[src/rtl/qs_pkg.sv]
// Shared types and sizes for the quick-sort datapath: partition FSM states
// and the element/index widths also used by the index counter and sort control.
package qs_pkg;
    localparam int QS_DATA_W = 8;
    localparam int QS_IDX_W  = 5;

    typedef enum logic [2:0] {
        IDLE,
        LOAD_PIVOT,
        SCAN,
        FINAL,
        DONE
    } qs_state_e;
endpackage

[src/rtl/qs_swap_regfile.sv]
// Element array: two async read ports feed a same-cycle swap through two write
// ports; a third, registered read port serves external readback.
module qs_swap_regfile #(
    parameter int DATA_W = 8,
    parameter int IDX_W  = 5
) (
    input  logic              i_clk,
    input  logic              i_reset,
    input  logic [IDX_W-1:0]  i_ra_addr,
    output logic [DATA_W-1:0] o_ra_data,
    input  logic [IDX_W-1:0]  i_rb_addr,
    output logic [DATA_W-1:0] o_rb_data,
    input  logic              i_wa_en,
    input  logic [IDX_W-1:0]  i_wa_addr,
    input  logic [DATA_W-1:0] i_wa_data,
    input  logic              i_wb_en,
    input  logic [IDX_W-1:0]  i_wb_addr,
    input  logic [DATA_W-1:0] i_wb_data,
    input  logic [IDX_W-1:0]  i_rd_addr,
    output logic [DATA_W-1:0] o_rd_data
);
    localparam int DEPTH = 1 << IDX_W;

    logic [DATA_W-1:0] r_mem [DEPTH];
    logic [DATA_W-1:0] r_rd_data;

    assign o_ra_data = r_mem[i_ra_addr];
    assign o_rb_data = r_mem[i_rb_addr];
    assign o_rd_data = r_rd_data;

    always_ff @(posedge i_clk) begin
        if (i_reset) begin
            for (int k = 0; k < DEPTH; k++) r_mem[k] <= '0;
            r_rd_data <= '0;
        end else begin
            // Port B is written last so it wins on an address collision.
            if (i_wa_en) r_mem[i_wa_addr] <= i_wa_data;
            if (i_wb_en) r_mem[i_wb_addr] <= i_wb_data;
            r_rd_data <= r_mem[i_rd_addr];
        end
    end
endmodule

[src/rtl/qs_partition_unit.sv]
// Lomuto partition engine: partitions arr[lo..hi] around arr[hi], one element per clock.
// Optional swap counter output enabled by defining QS_PART_STATS_EN.
module qs_partition_unit
    import qs_pkg::*;
#(
    parameter int DATA_W = QS_DATA_W,
    parameter int IDX_W  = QS_IDX_W
) (
    input  logic              i_clk,
    input  logic              i_reset,
    input  logic              i_wr_en,
    input  logic [IDX_W-1:0]  i_wr_addr,
    input  logic [DATA_W-1:0] i_wr_data,
    input  logic [IDX_W-1:0]  i_rd_addr,
    output logic [DATA_W-1:0] o_rd_data,
    input  logic              i_start,
    input  logic [IDX_W-1:0]  i_lo,
    input  logic [IDX_W-1:0]  i_hi,
    output logic              o_busy,
    output logic              o_done,
    output logic [IDX_W-1:0]  o_pivot_idx
`ifdef QS_PART_STATS_EN
    ,output logic [IDX_W:0]   o_swap_cnt
`endif
);
    qs_state_e         r_state, w_next;
    logic [IDX_W-1:0]  r_i, r_j, r_hi, r_pivot_idx;
    logic [DATA_W-1:0] r_pivot;

    logic [IDX_W-1:0]  w_ra_addr, w_wa_addr, w_wb_addr;
    logic [DATA_W-1:0] w_ra_data, w_rb_data, w_wa_data, w_wb_data;
    logic              w_wa_en, w_wb_en, w_lt, w_start_ok, w_range;

    assign w_start_ok = (r_state == IDLE) && i_start;
    assign w_range    = i_lo < i_hi;
    // Port A reads arr[j] while scanning, arr[hi] otherwise; port B always reads arr[i].
    assign w_ra_addr  = (r_state == SCAN) ? r_j : r_hi;
    assign w_lt       = w_ra_data < r_pivot;

    qs_swap_regfile #(.DATA_W(DATA_W), .IDX_W(IDX_W)) u_rf (
        .i_clk     (i_clk),
        .i_reset   (i_reset),
        .i_ra_addr (w_ra_addr),
        .o_ra_data (w_ra_data),
        .i_rb_addr (r_i),
        .o_rb_data (w_rb_data),
        .i_wa_en   (w_wa_en),
        .i_wa_addr (w_wa_addr),
        .i_wa_data (w_wa_data),
        .i_wb_en   (w_wb_en),
        .i_wb_addr (w_wb_addr),
        .i_wb_data (w_wb_data),
        .i_rd_addr (i_rd_addr),
        .o_rd_data (o_rd_data)
    );

    always_comb begin
        w_next    = r_state;
        w_wa_en   = 1'b0;
        w_wa_addr = r_i;
        w_wa_data = w_ra_data;
        w_wb_en   = 1'b0;
        w_wb_addr = w_ra_addr;
        w_wb_data = w_rb_data;
        case (r_state)
            IDLE: begin
                w_wa_en   = i_wr_en;
                w_wa_addr = i_wr_addr;
                w_wa_data = i_wr_data;
                if (i_start) w_next = w_range ? LOAD_PIVOT : DONE;
            end
            LOAD_PIVOT: w_next = SCAN;
            SCAN: begin
                w_wa_en = w_lt;
                w_wb_en = w_lt;
                if (r_j == r_hi - IDX_W'(1)) w_next = FINAL;
            end
            FINAL: begin
                w_wa_en = 1'b1;
                w_wb_en = 1'b1;
                w_next  = DONE;
            end
            DONE: begin
                w_wa_en   = i_wr_en;
                w_wa_addr = i_wr_addr;
                w_wa_data = i_wr_data;
                w_next    = IDLE;
            end
            default: w_next = IDLE;
        endcase
    end

    always_ff @(posedge i_clk) begin
        if (i_reset) begin
            r_state     <= IDLE;
            r_i         <= '0;
            r_j         <= '0;
            r_hi        <= '0;
            r_pivot     <= '0;
            r_pivot_idx <= '0;
        end else begin
            r_state <= w_next;
            case (r_state)
                IDLE: if (w_start_ok) begin
                    r_i  <= i_lo;
                    r_j  <= i_lo;
                    r_hi <= i_hi;
                    if (!w_range) r_pivot_idx <= i_lo;
                end
                LOAD_PIVOT: r_pivot <= w_ra_data;
                SCAN: begin
                    r_j <= r_j + IDX_W'(1);
                    if (w_lt) r_i <= r_i + IDX_W'(1);
                end
                FINAL: r_pivot_idx <= r_i;
                default: ;
            endcase
        end
    end

`ifdef QS_PART_STATS_EN
    logic [IDX_W:0] r_swap_cnt;
    always_ff @(posedge i_clk) begin
        if (i_reset)                      r_swap_cnt <= '0;
        else if (w_start_ok)              r_swap_cnt <= '0;
        else if (r_state == SCAN && w_lt) r_swap_cnt <= r_swap_cnt + (IDX_W+1)'(1);
    end
    assign o_swap_cnt = r_swap_cnt;
`endif

    assign o_busy      = (r_state == LOAD_PIVOT) || (r_state == SCAN) || (r_state == FINAL);
    assign o_done      = (r_state == DONE);
    assign o_pivot_idx = r_pivot_idx;
endmodule
[config.mk]
export PLATFORM = sky130hd
export DESIGN_NAME = qs_partition_unit
export DESIGN_NICKNAME = d
export VERILOG_FILES = /design/src/rtl/qs_pkg.sv /design/src/rtl/qs_swap_regfile.sv /design/src/rtl/qs_partition_unit.sv
export SDC_FILE = /design/constraint.sdc
export NUM_CORES = 1
export LEC_CHECK = 0
export BUFFER_PORTS_ARGS = -buffer_cell sky130_fd_sc_hd__buf_2
export CAP_MARGIN = 15
export CORE_MARGIN = 2
export CORE_UTILIZATION = 55
export CTS_CLUSTER_SIZE = 28
export DETAILED_ROUTE_END_ITERATION = 7
export PLACE_DENSITY = 0.78
export SLEW_MARGIN = 20
export SYNTH_ARGS = -nofsm -noshare
export SYNTH_HDL_FRONTEND = slang
export SYNTH_HIERARCHICAL = 1
export SYNTH_SLANG_ARGS = --single-unit
[constraint.sdc]
create_clock -name i_clk -period 9.81 [get_ports i_clk]
set_clock_uncertainty 0.05 [all_clocks]
set_input_delay 0.4905 -clock i_clk [delete_from_list [all_inputs] [get_ports i_clk]]
set_output_delay 0.4905 -clock i_clk [all_outputs]
set_load 0.01 [all_outputs]
Word-level counts from Yosys, hierarchy flattened
Memories as Yosys holds them, arrays and structs flattened. A register that Yosys moved wholly into a read port is not among the register bits.
Index checks and enable logic that the tools add are counted.
Widths: inputs -> output; s select.
- output and inout bits: 15
- bits in registers: 31
- bits in writable memories: 256
- bits of input ports: 32
- memories: 1
- word-level logic and storage cells: 68
- memories (memory ; words ; width ; read ports ; clocked after Yosys merged registers in ; wr ports ; line ; text):
    u_rf.r_mem ; 32 ; 8 ; 3 ; 2 ; 32 ; qs_swap_regfile.sv:24 ; logic [DATA_W-1:0] r_mem [DEPTH];
- mux-type cells: 32
- add/sub/neg operators: 3
- order comparisons: 2
- equality and inequality tests: 10
- reductions and logical operators: 14
- operator list (cell ; number):
    $mux 5 ; 10
    $pmux 5 s2 ; 3
    $mux 8 ; 3
    $reduce_or 8->1 ; 2
    $pmux 3 s4 ; 1
    $add 5x1->5 const B ; 2
    $mux 1 ; 10
    $ne 2x2->1 const B ; 5
    $mux 3 ; 3
    $lt 8x8->1 ; 1
    $eq 3x2->1 const B ; 2
    $reduce_and 2->1 ; 3
    $reduce_and 3->1 ; 2
    $eq 5x5->1 ; 1
    $lt 5x5->1 ; 1
    $sub 5x1->5 const B ; 1
    $reduce_bool 2->1 ; 2
    $eq 3x1->1 const B ; 1
    $eq 3x3->1 const B ; 1
    $logic_not 3->1 ; 1
    $pmux 1 s3 ; 1
    $logic_or 1x1->1 ; 2
    $pmux 1 s2 ; 1
    $reduce_or 2->1 ; 1
    $logic_and 1x1->1 ; 1

Logic depth before layout (Yosys ltp)
Gate-level depths: netlist (run 1).
An unclocked memory read counts as a cell.
- depth in word-level cells: 10
- mapped depth: 21
- depth with buffers taken out: 16

By module
Netlist (run 1), hierarchy kept.
- by module, submodules not included (module ; cells each ; instances ; area an instance (sq um)):
    qs_swap_regfile ; 1103 ; 1 ; 17349.1
    qs_partition_unit ; 261 ; 1 ; 2075.7

Least setup slack after synthesis (run 1)
OpenSTA, ideal clock, no wires.
- kind: register -> register
- start point: register r_state[2]
- end point: memory u_rf.r_mem[16][0] (enable)
- arrival: 5.611 ns
- setup time: 0.337 ns
- stages on the path, launching flop included: 19
- buffers on the path: 5
- slack: 3.812 ns
- period minus slack after synthesis: 5.998 ns
- required time: 9.423 ns
- cells stage by stage: dfxtp_1 -> buf_2 -> nor3b_1 -> clkbuf_1 -> nand2_1 -> o21ai_0 -> clkbuf_1 -> buf_1 -> mux4_2 -> mux4_2 -> mux2_2 -> ha_1 -> a2111oi_4 -> o221ai_1 -> nand2_1 -> or4b_2 -> buf_2 -> nor2_2 -> a311o_1
- RTL lines (element ; line ; text):
    from (decl) ; qs_partition_unit.sv:26 ; qs_state_e r_state, w_next;
    from (signal assigned) ; qs_partition_unit.sv:102 ; r_state <= w_next;
    to (decl) ; qs_swap_regfile.sv:24 ;

==> results, run 1 <==
- The flow ran to the end, and the final reports show no timing, DRC or antenna violations.
- The net count of the finished layout is 1,361.
- The total wire length is 62,900 um.
- The die is approximately 190 um wide.
- Ranked by total cell area, the synthesized netlist is headed by sky130_fd_sc_hd__edfxtp_1 40%, sky130_fd_sc_hd__mux4_2 26%, sky130_fd_sc_hd__a22o_1 12%, sky130_fd_sc_hd__dfxtp_1 4.0%, sky130_fd_sc_hd__mux2_2 1.9%.
- From bottom edge to top edge, the die measures about 190 um.
- After filler insertion, the fill cell instance count of the layout stands at ~2,500.
- For the worst-skew pair, the clock arrives at the later sink with an insertion delay of about 600 ps.
- Along the worst path, the maximum fanout reaches 24.
- The relative slew slack is a little under a fifth.
- The first global-routing pass estimated 92,220 um of wire.
- The post-route cell area is roughly 21,000 um2.
- The mean instance size in the synthesized netlist is 14.24 um2.
- The total nets after synthesis is between 1,000 and 1,500.
- The synthesized design contains 295 register bits.
- Setup repair after global routing left no endpoint under its margin.
- Sorting the synthesized cells by how often they occur yields 256 x sky130_fd_sc_hd__a22o_1, 256 x sky130_fd_sc_hd__edfxtp_1, 224 x sky130_fd_sc_hd__mux4_2, 84 x sky130_fd_sc_hd__clkbuf_1, 60 x sky130_fd_sc_hd__nor2_1.
- The total number of placement rows is 68.
- Clock tree synthesis found a total of slightly below 300 sinks.
- The total negative setup slack is 0 ps.
- Static timing analysis puts the maximum clock frequency at around 130 MHz.
- For this run, the total global-route usage over all layers was measured as roughly a third.
- The floorplan step defined a die boundary enclosing between 30,000 and 40,000 um2.
- Clock-pin slew was measured on the worst setup and hold paths at roughly 60 ps.
- Synthesis produced a netlist whose cell count is roughly 1,400.
- The count of different cell masters after synthesis is 60.
- IR analysis of the VDD net gives a maximum drop of 0.1479 mV.
- The number of global-route vias before repair is around 14,000.
- Using the TritonRoute via totals, the vias-per-cell ratio works out to 8.220.
- At the end of routability-driven placement, the weighted congestion stood at a little under 1.
- The number of warnings printed during yosys synthesis is 6.
- The number of hold buffers added after CTS is 0.
- Of the cells placed in the final design, the portion with a size suffix greater than 1 is a little under a third.
- In this run the power density over the cells is 185.3 nW/um2.
- The post-CTS setup repair buffer count is 0.
- TritonCTS built the clock tree.
- Clock tree synthesis selected as its root buffer the cell sky130_fd_sc_hd__clkbuf_16.
- The total grt overflow is 0.
- Entering global routing, the biggest net connects about 80 pins.
- In the final routed layout, each cell accounts on average for ~35 um.
- The repair_antennas step left the layout with diodes totalling 0.
- The worst setup path is launched from a flip-flop.
- The count of antenna-violating nets left after detailed routing is 0.
- The final count of hold timing violations came to 0.
- For this block, the initial DRC count from the detailed router was 2,292.
- The number of stages on the worst hold path is 3.
- The fraction of post-synthesis cell area in the top cell type by area is 39.57%.
- The endpoint class of the critical path is a flip-flop.
- The pin slew with the least headroom to its limit is about 1200 ps.
- Summing over every cut layer, the via total after detailed routing is 14,738.
- Setup slack on the worst reg-to-reg path comes out at roughly 2300 ps.
- After legalization and detailed placement, the total HPWL measured 40,970 um.
- The startpoint-to-endpoint class of the critical path is reg2reg.
- The number of antenna violations at the first check in global routing came to 3.
- The DRC violations left is 0.
- In the synthesized netlist the dominant register cell turns out to be sky130_fd_sc_hd__edfxtp_1.
- The final worst-path cycle share is roughly three quarters.
- Counting I/O delays and the setup requirement, the final critical path takes roughly 7500 ps.
- The largest area contributor in the netlist is sky130_fd_sc_hd__edfxtp_1.
- 47 I/O pins were placed.
- The number of max-cap violations is 0.
- The share of flip-flops with an asynchronous set or reset is 0%.
- The buffer levels on the longest clock path is 3.
- The post-place instance area is about 20,000 um2.
- Across the whole layout, storage elements account for approximately 8500 um2.
- The met2 routing resource usage after global routing is between 50% and 60%.
- The combined area of the multi-input logic cells is ~10,000 um2.
- For this run, global-route usage on met1 was measured as about 45%.
- The number of iterations in the first detailed-routing pass is 8.
- The starting utilization of the core area is 56.10%.
- The class of the tightest hold or removal check is in2reg.
- The most used routing layer in global routing is met2.
- Summing every instance area after synthesis gives just under 20,000 um2.
- The total of cells resized after clock tree synthesis is 0.
- Compared with the post-synthesis result, the final layout area differs by 7.034%.
- Global routing used approximately a tenth of the available met3 tracks.
- The logic depth of the worst register-to-register path is 16.
- The total of buffers placed on input and output ports is 46.
- CTS built an H-tree with a depth of 1.
- The number of setup violations in the final report is 0.
- The sequential share of the synthesized area is 43.59%.
- The number of pins with negative max-slew slack in the final report was 0.
- The TritonCTS buffer count is 31.
- The number of synthesized flops with an enable pin is between 200 and 300.
- The arrival time of the worst setup path is around 7700 ps.
- The leakage power figure is 6.969 nW.
- The placeable core region is roughly 35,000 um2.
- The required time of the critical path is 9990 ps.
## cell usage in the layout, fill, tap and decap left out, types with 14 or more instances in the layout
cell and count:
sky130_fd_sc_hd__a22o_1 256, sky130_fd_sc_hd__edfxtp_1 256, sky130_fd_sc_hd__mux4_2 224, sky130_fd_sc_hd__nor2_1 60
sky130_fd_sc_hd__nand2_1 49, sky130_fd_sc_hd__buf_2 45, sky130_fd_sc_hd__dfxtp_1 37, sky130_fd_sc_hd__a21oi_1 33
sky130_fd_sc_hd__mux2_2 32, sky130_fd_sc_hd__clkbuf_16 31, sky130_fd_sc_hd__mux2i_1 27, sky130_fd_sc_hd__nor3_1 25
sky130_fd_sc_hd__nor2_2 22, sky130_fd_sc_hd__or3_1 19, sky130_fd_sc_hd__inv_1 15, sky130_fd_sc_hd__nor3_2 15
sky130_fd_sc_hd__buf_4 15, sky130_fd_sc_hd__ha_1 14
## sequential cells by signal, summed over array words and instances, names as in the netlist
| signal | cells |
|---|---|
| u_rf/r_mem | 256 |
| r_pivot | 8 |
| u_rf/o_rd_data | 8 |
| o_pivot_idx | 5 |
| r_hi | 5 |
| r_i | 5 |
| r_j | 5 |
| r_state | 3 |
## cell families (layout without fill, tap and decap cells)
kind of cell	after synthesis	in the layout	share of synthesized area, %
DFF	295	295	43.59
adders and majority gates	14	14	0.9018
buffers and inverters	159	133	3.607
and+or+nand+nor	249	249	7.060
muxes	283	283	29.22
xor gates and xnor gates	7	7	0.3156
AOI/OAI and AO/OA	357	357	15.30
## worst paths after layout
path                   start                 to
setup / recovery  r_state[2]  u_rf/r_mem[15][4]
hold / removal       i_hi[2]            r_hi[2]
setup reg to reg  r_state[2]  u_rf/r_mem[15][4]
hold reg to reg      r_hi[1]            r_hi[1]
## metrics by stage
step           hold slack, ps  util (%)  setup slack (ps)  total power [mW]  instances
6_report                115.3     60.04              2263             3.854       1793
5_1_grt                 126.1     60.04              1968             3.909       1793
4_1_cts                 110.6     59.90              2224             3.787       1791
3_5_place_dp            428.6     56.96              2263             2.597       1735
3_3_place_gp            417.8     56.96              2365             2.578       1735
2_1_floorplan           399.3         -              3812             2.261       1364
## worst max-delay path, cell delays in order, from the launching register on
cell and delay, ps:
sky130_fd_sc_hd__dfxtp_1 530, sky130_fd_sc_hd__nor3b_2 90, sky130_fd_sc_hd__buf_4 200, sky130_fd_sc_hd__o21ai_4 490, sky130_fd_sc_hd__buf_16 230, sky130_fd_sc_hd__buf_4 430, sky130_fd_sc_hd__mux4_2 620, sky130_fd_sc_hd__mux4_2 500
sky130_fd_sc_hd__mux2_2 340, sky130_fd_sc_hd__ha_1 300, sky130_fd_sc_hd__a21o_1 180, sky130_fd_sc_hd__a21oi_1 240, sky130_fd_sc_hd__o221ai_1 310, sky130_fd_sc_hd__nand2_1 270, sky130_fd_sc_hd__nand4b_1 790, sky130_fd_sc_hd__nor2_1 1030
sky130_fd_sc_hd__or3_1 520
## metal layers
layer | up-vias | share of wire [%]
met5 | - | 0.062
met1 | 7255 | 33
met4 | 6 | 6.2
met2 | 1500 | 44
met3 | 273 | 16
li1 | 5704 | -
## power by group
| part | total (mW) | leakage (nW) | switching, mW | internal, mW |
|---|---|---|---|---|
| Clock | 1.21 | 0.469 | 0.528 | 0.684 |
| Combinational | 1.10 | 3.53 | 0.710 | 0.394 |
| Sequential | 1.54 | 2.97 | 0.104 | 1.43 |
## cell type report
class | instances | share of cell area (%)
clock buffers | 35 | 3.803
inverters | 15 | 0.2708
clock inverters | 21 | 1.107
repair buffers | 62 | 1.829
multi-input cells | 910 | 49.49
well taps | 455 | 2.738
flip-flops and latches | 295 | 40.77
Power figures use the tool's default switching activity.
==> inputs of run 2 (changes only) <==
PLACE_DENSITY = 0.81   (was 0.78)
clock period = 6.7 ns   (was 9.81 ns; I/O delays follow)
==> results, run 2 (synthesized netlist as in run 1, its figures left out) <==
- The worst hold margin is between 10 and 15 ps.
- The switching power is just under 2 mW.
- The worst setup margin is approximately 220 ps.
- Counting tap cells, the placed design contains a total of 1,761 instances.
- The clock insertion delay at the later pin of the skew report is ~590 ps.
- The worst setup timing slack at the placement stage is between 300 and 400 ps.
- The count of cells in the finished layout, fillers not included, comes to ~1,800.
- Power spread over the standard cell area amounts to 270.3 nW/um2.
- The number of pins with negative max-slew slack in the final report was 0.
- The pre-antenna-repair detailed-routing pass consisted of 6 iterations.
- The wire length of the first global-routing pass is roughly 94,000 um.
- The starting utilization of the core area is 56.10%.
- Among all stages on the critical path, the largest delay is contributed by sky130_fd_sc_hd__or4b_2.
- The area overhead of the layout relative to synthesis is 8.741%.
- The tree built by TritonCTS fans out to 295 sinks.
- The tightest min-delay check is of the in2reg type.
- Across the run, the number of max-cap violations was 0.
- The clock passes through at most 3 buffers.
- The detailed placement HPWL is 42,990 um.
- During placement, the flow inserted port buffers numbering 46.
- The number of antenna violations at the first check in global routing came to 3.
- Setup repair after global routing left no endpoint under its margin.
- The run finished with clean final reports.
- Data on the critical path is required at its endpoint by around 7000 ps.
- The clock period minus final worst setup slack is 6482 ps.
- Overall power consumption after layout is estimated at ~5.7 mW.
- TritonCTS created 30 clock buffers.
- The startpoint kind of the worst setup timing path is a flip-flop.
- The total number of placement rows is 68.
- The floorplan step set the die height to about 190 um.
- The relative slew slack is approximately 15%.
- At the pin with the least slew margin, the transition time is 1265 ps.
- The cell sitting at the root of the clock tree is a sky130_fd_sc_hd__clkbuf_16.
- Based on the critical path, the design can be clocked at up to roughly 150 MHz.
- The maximum net fanout on the critical path is 11.
- The count of antenna-violating nets left after detailed routing is 0.
- The startpoint-to-endpoint class of the critical path is reg2reg.
- Detailed routing inserted a total of 14,814 vias.
- The repair_antennas step left the layout with diodes totalling 0.
- The weighted congestion at the end of routability-driven global placement is 1.006.
- The arrival time of the worst setup path is 6670 ps.
- between 40 and 50 I/O pins were placed.
- The placeable core region is approximately 35,000 um2.
- The final worst-path cycle share is between 90% and 100%.
- In the final layout, the share of cells above drive strength 1 is 32.87%.
- Across the VDD grid, the largest voltage drop is roughly 0.22 mV.
- The analysis attributes to cell leakage a power of between 7 and 8 nW.
- The top cell types in the final layout, fill and taps aside, are 256 x sky130_fd_sc_hd__a22o_1, 256 x sky130_fd_sc_hd__edfxtp_1, 224 x sky130_fd_sc_hd__mux4_2.
- The die covers about 37,000 um2.
- The final count of hold timing violations came to 0.
- The clock network burns between 30% and 40% of the power.
- The maximum number of pins on one net before global-route repair is 71.
- The number of global-route vias before repair came to 14,052.
- Combinational cells account for 29.3% of the total power.
- At the end of the flow the core is filled with cells to 61.00%.
- The endpoint class of the critical path is a flip-flop.
- The sequential group share of total power is 39.7%.
- Internal power comes to between 3 and 4 mW.
- Net switching is between 30% and 40% of the power.
- The critical path's largest stage delay is 920 ps.
- The TritonCTS clock tree is done.
- The total grt overflow is 0.
- The level count of the clock H-tree is 1.
- The post-route cell area is 21,120 um2.
- The post-detailed-route via-to-cell ratio is roughly 8.1.
- u_rf/r_mem holds more flip-flops than any other register.
- In the final timing run, aggregate negative setup slack is 0 ps.
- In this run the cell area measured after placement is roughly 20,000 um2.
- The flip-flop count of the largest register, all copies and words added is about 260.
- After detailed routing, the average wire length per cell comes to 35.70 um.
- The net total in the final layout is 1,389.
- The die outline width is roughly 190 um.
- The DRC violations left is 0.
- The combined global-route utilization of all metal layers is a little over a third.
- The most numerous cell type found on the critical path is sky130_fd_sc_hd__mux4_2.
- Traced cell by cell, the critical path runs through nor3b_2, o21ai_4, buf_4, mux4_2, mux4_2, mux2_2, ha_1, a21o_1, a21oi_1, o221ai_1, nand2_1, or4b_2, nor2_2, or3_1.
- After clock tree synthesis, the clock-pin slew on the worst setup and hold paths is around 60 ps.
- The number of setup violations in the final report is 0.
- The total wire length is about 65,000 um.
- For this block, the initial DRC count from the detailed router was roughly 2,600.
## run 2: changes by cell type in the layout (fill, tap and decap cells not counted), moves of 2 or more
cell / delta
sky130_fd_sc_hd__nor3_2: +3
sky130_fd_sc_hd__clkinvlp_4: -4
sky130_fd_sc_hd__inv_6: -2
sky130_fd_sc_hd__nor3_1: -5
sky130_fd_sc_hd__buf_4: +20
sky130_fd_sc_hd__buf_12: +6
sky130_fd_sc_hd__nor3_4: +2
sky130_fd_sc_hd__clkinv_2: +4
sky130_fd_sc_hd__dlygate4sd3_1: +5
sky130_fd_sc_hd__clkbuf_1: -3
## run 2: final cells by class
cell class | instances | area [um2]
Clock buffer | 32 | 779.5
Clock inverter | 23 | 250.2
Fill cell | 2410 | 13510
Inverter | 15 | 56.30
Multi-Input combinational cell | 910 | 10330
Sequential cell | 295 | 8476
Tap cell | 455 | 569.3
Timing Repair Buffer | 91 | 658.1
## run 2: worst max-delay path: cells and delay by family, from the launching register on
| family | cells | cell delay (ps) |
|---|---|---|
| simple gates | 5 | 2180 |
| mux | 3 | 1420 |
| compound gates | 4 | 1310 |
| flops | 1 | 540 |
| buf+inv | 1 | 320 |
| fa+ha+maj | 1 | 300 |
## run 2: timing repair
action	in CTS	in global routing
setup endpoints to repair	0	64
hold buffers	5	0
setup buffers	0	0
resized for setup	0	9
endpoints found under the hold margin	5	0
## run 2: per-layer routing
layer,part of all wire (%),track usage (%)
met3,18,13.83
met1,32,46.37
met4,7.2,20.50
met5,0.018,0.1374
met2,43,51.51
## run 2: power groups by stage
stage               Clock, mW  Combinational [mW]  Sequential, mW
floorplan                   0                1.12            2.19
finish                   1.77                1.67            2.27
global route             1.83                1.69            2.28
global placement            0                1.55            2.29
detailed placement          0                1.57            2.30
CTS                      1.77                1.58            2.26
## run 2: path summary, 6_finish.rpt
kind | endpoint | cells past startpoint | slack (ps) | from
worst max register to register | u_rf/r_mem[12][1] | 14 | 220 | r_state[2]
worst min-delay path | r_j[1] | 3 | 10 | i_lo[1]
worst max-delay path | u_rf/r_mem[12][1] | 14 | 220 | r_state[2]
worst min register to register | r_hi[1] | 2 | 430 | r_hi[1]
==> inputs of run 3 (changes only) <==
RECOVER_POWER = 50   (was unset)
==> results, run 3 (synthesized netlist as in run 1, its figures left out) <==
- The peak supply drop is ~0.22 mV.
- The slowest stage of the critical path is the sky130_fd_sc_hd__or4b_2 cell.
- The endpoint class of the critical path is a flip-flop.
- Cells fill 60.81% of the core in the end.
- Based on the critical path, the design can be clocked at up to 154.2 MHz.
- The clock transition at the registers of the reported paths is 60 ps.
- The final count of hold timing violations is 0.
- The class of the tightest hold or removal check is in2reg.
- The total number of vias is between 10,000 and 15,000.
- The worst setup margin is between 200 and 250 ps.
- The worst setup path is launched from a flip-flop.
- In this run the most critical hold path is launched from i_lo[1].
- The DRC violations left is 0.
- Walking the worst path, the cells encountered are nor3b_2, o21ai_4, buf_4, mux4_2, mux4_2, mux2_2, ha_1, a21o_1, a21oi_1, o221ai_1, nand2_1, or4b_2, nor2_2, or3_1.
- Power spread over the standard cell area amounts to 270.7 nW/um2.
- Entering global routing, the biggest net connects 71 pins.
- After detailed routing, the average wire length per cell comes to about 36 um.
- After floorplanning, the core was sized to cover 34,630 um2.
- In the final layout, the share of cells above drive strength 1 is between 30% and 40%.
- The pin slew with the least headroom to its limit is 3809 ps.
- The initial detailed-routing violation count is ~2,700.
- Setup violations remaining at the end of the flow were counted as 0.
- The first global-routing pass estimated between 90,000 and 100,000 um of wire.
- The leakage power figure is ~7.1 nW.
- The number of pins with negative max-slew slack in the final report is between 100 and 150.
- More flip-flops sit in one register than any other, and that register is u_rf/r_mem.
- The post-detailed-route via-to-cell ratio is 8.113.
- The critical path's largest stage delay is 920 ps.
- The flow ran to the end, but the final reports show violations.
- The total power of the final layout is around 5.7 mW.
- Counting along the longest clock path gives a buffer depth of 3.
- The number of global-route vias before repair is between 10,000 and 15,000.
- The level count of the clock H-tree is 1.
- In this run the critical register-to-register path is launched from r_state[2].
- In this run the worst path has a maximum fanout of 11.
- The TritonCTS clock tree is done.
- The congestion estimate from routability-driven global placement came to between 1 and 1.5.
- 0 antenna diodes ended up in the layout.
- The final reports fail on capacitance limit, slew limit.
- The dominant delay contributor by cell family on the critical path is simple AND/OR/NAND/NOR gates.
- Detailed placement finished with a half-perimeter wire length of 42,990 um.
- For the final routed database, the setup TNS stands at 0 ps.
- For met2 alone, demand over resource in global routing was about 50%.
- During I/O placement, the number of pins put on the boundary was between 40 and 50.
- Dividing the final minimum period by the clock period gives between 90 and 100%.
- Setup repair after global routing left no endpoint under its margin.
- The total area of sequential cells is approximately 8500 um2.
- The number of iterations in the first detailed-routing pass is 6.
- The die is roughly 190 um tall.
- Measured against its own limit, the worst slew margin works out to -154.0%.
- The most used routing layer in global routing is met2.
- The number of antenna violations at the first check in global routing was 3.
- The combined area of the multi-input logic cells is 10,320 um2.
- After floorplanning, the core was divided into 68 placement rows.
- In this run the worst setup path begins at r_state[2].
- The detail route stage leaves a number of antenna-violating nets equal to 0.
- In this run, CTS created clock tree buffers numbering 30.
- The arrival time of the worst setup path is about 6700 ps.
- The total wire length is between 60,000 and 70,000 um.
- The clock root buffer master is sky130_fd_sc_hd__clkbuf_16.
- The later pin in the worst-skew pair is clocked with a latency of about 590 ps.
- From left edge to right edge, the die measures about 190 um.
- On the final layout, the worst hold slack is 18.26 ps.
- The worst setup path is of the reg2reg kind.
- The number of buffers and inverters on the critical path is 1.
- The most numerous cell type found on the critical path is sky130_fd_sc_hd__mux4_2.
- Max-cap violations in this run came to 4.
- Relative to the synthesized area, the layout overhead comes to 8.406%.
- Data on the critical path is required at its endpoint by 6890 ps.
- The total grt overflow is 0.
- Global routing used between 10% and 20% of the available met3 tracks.
- The total of buffers placed on input and output ports is 46.
- The register with the most flip-flops in the layout has around 260 of them.
- The clock period minus final worst setup slack is around 6500 ps.
- In the layout the commonest cells are 256 x sky130_fd_sc_hd__a22o_1, 256 x sky130_fd_sc_hd__edfxtp_1, 224 x sky130_fd_sc_hd__mux4_2.
- The number of clock sinks is 295.
- Prior to clock tree synthesis, the placed netlist has a worst setup slack of 322.3 ps.
- The global-route met1 utilization is 46.37%.
- The count of filler cells inserted in the layout is ~2,400.
- The combined global-route utilization of all metal layers is a little over a third.
- The area of the die is 36,840 um2.
- The initial utilization of the core area, before any placement, comes to 56.10%.
- The net total in the final layout is 1,389.
==> run 3: cell types whose count changed in the layout (fill, tap and decap cells not counted), sizes merged <==
| cell | change |
|---|---|
| clkbuf | +23 |
| buf | -23 |
==> run 3: path summary, 6_finish.rpt <==
kind	end	slack [ps]	cells after the start
max	u_rf/r_mem[12][4]	210	14
min	r_j[1]	20	3
max reg2reg	u_rf/r_mem[12][4]	210	14
min reg2reg	r_hi[1]	430	2
==> run 3: cell type report <==
class                   instances  share of cell area (%)
clock inverters                23                   1.188
repair buffers                 91                   2.900
multi-input cells             910                   48.99
clock buffers                  32                   3.702
flip-flops and latches        295                   40.25
inverters                      15                  0.2674
well taps                     455                   2.704
==> run 3: timing repair <==
action / in CTS / in global routing
hold endpoints to repair: 5 / 0
gates resized for setup: 0 / 9
buffers inserted: 0 / 0
hold buffers: 5 / 0
setup endpoints to repair: 0 / 64
==> run 3: worst reg2reg max path: stages (launching register included) <==
cell                       delay [ps]
sky130_fd_sc_hd__dfxtp_1          540
sky130_fd_sc_hd__nor3b_2          140
sky130_fd_sc_hd__o21ai_4          680
sky130_fd_sc_hd__buf_4            330
sky130_fd_sc_hd__mux4_2           570
sky130_fd_sc_hd__mux4_2           490
sky130_fd_sc_hd__mux2_2           350
sky130_fd_sc_hd__ha_1             310
sky130_fd_sc_hd__a21o_1           180
sky130_fd_sc_hd__a21oi_1          250
sky130_fd_sc_hd__o221ai_1         200
sky130_fd_sc_hd__nand2_1          190
sky130_fd_sc_hd__or4b_2           920
sky130_fd_sc_hd__nor2_2           520
sky130_fd_sc_hd__or3_1            430
==> run 3: routing by layer <==
metal  part of all wire (%)  vias to the layer above
li1                       -                     5760
met1                     32                     7141
met4                    7.4                        2
met2                     42                     1565
met5                  0.018                        -
met3                     18                      306
==> run 3: metrics by stage <==
step	std cells	instance area (um2)
final	1821	21060
after global routing	1821	21060
after CTS	1821	21080
after detailed placement	1761	20000
after global placement	1761	19990
after floorplan	1364	19420
==> run 3: where the power goes <==
part	leakage (nW)	switching [mW]	internal, mW	total (mW)
logic	3.61	1.08	0.590	1.67
clock network	0.492	0.734	1.03	1.76
registers	2.97	0.169	2.10	2.27
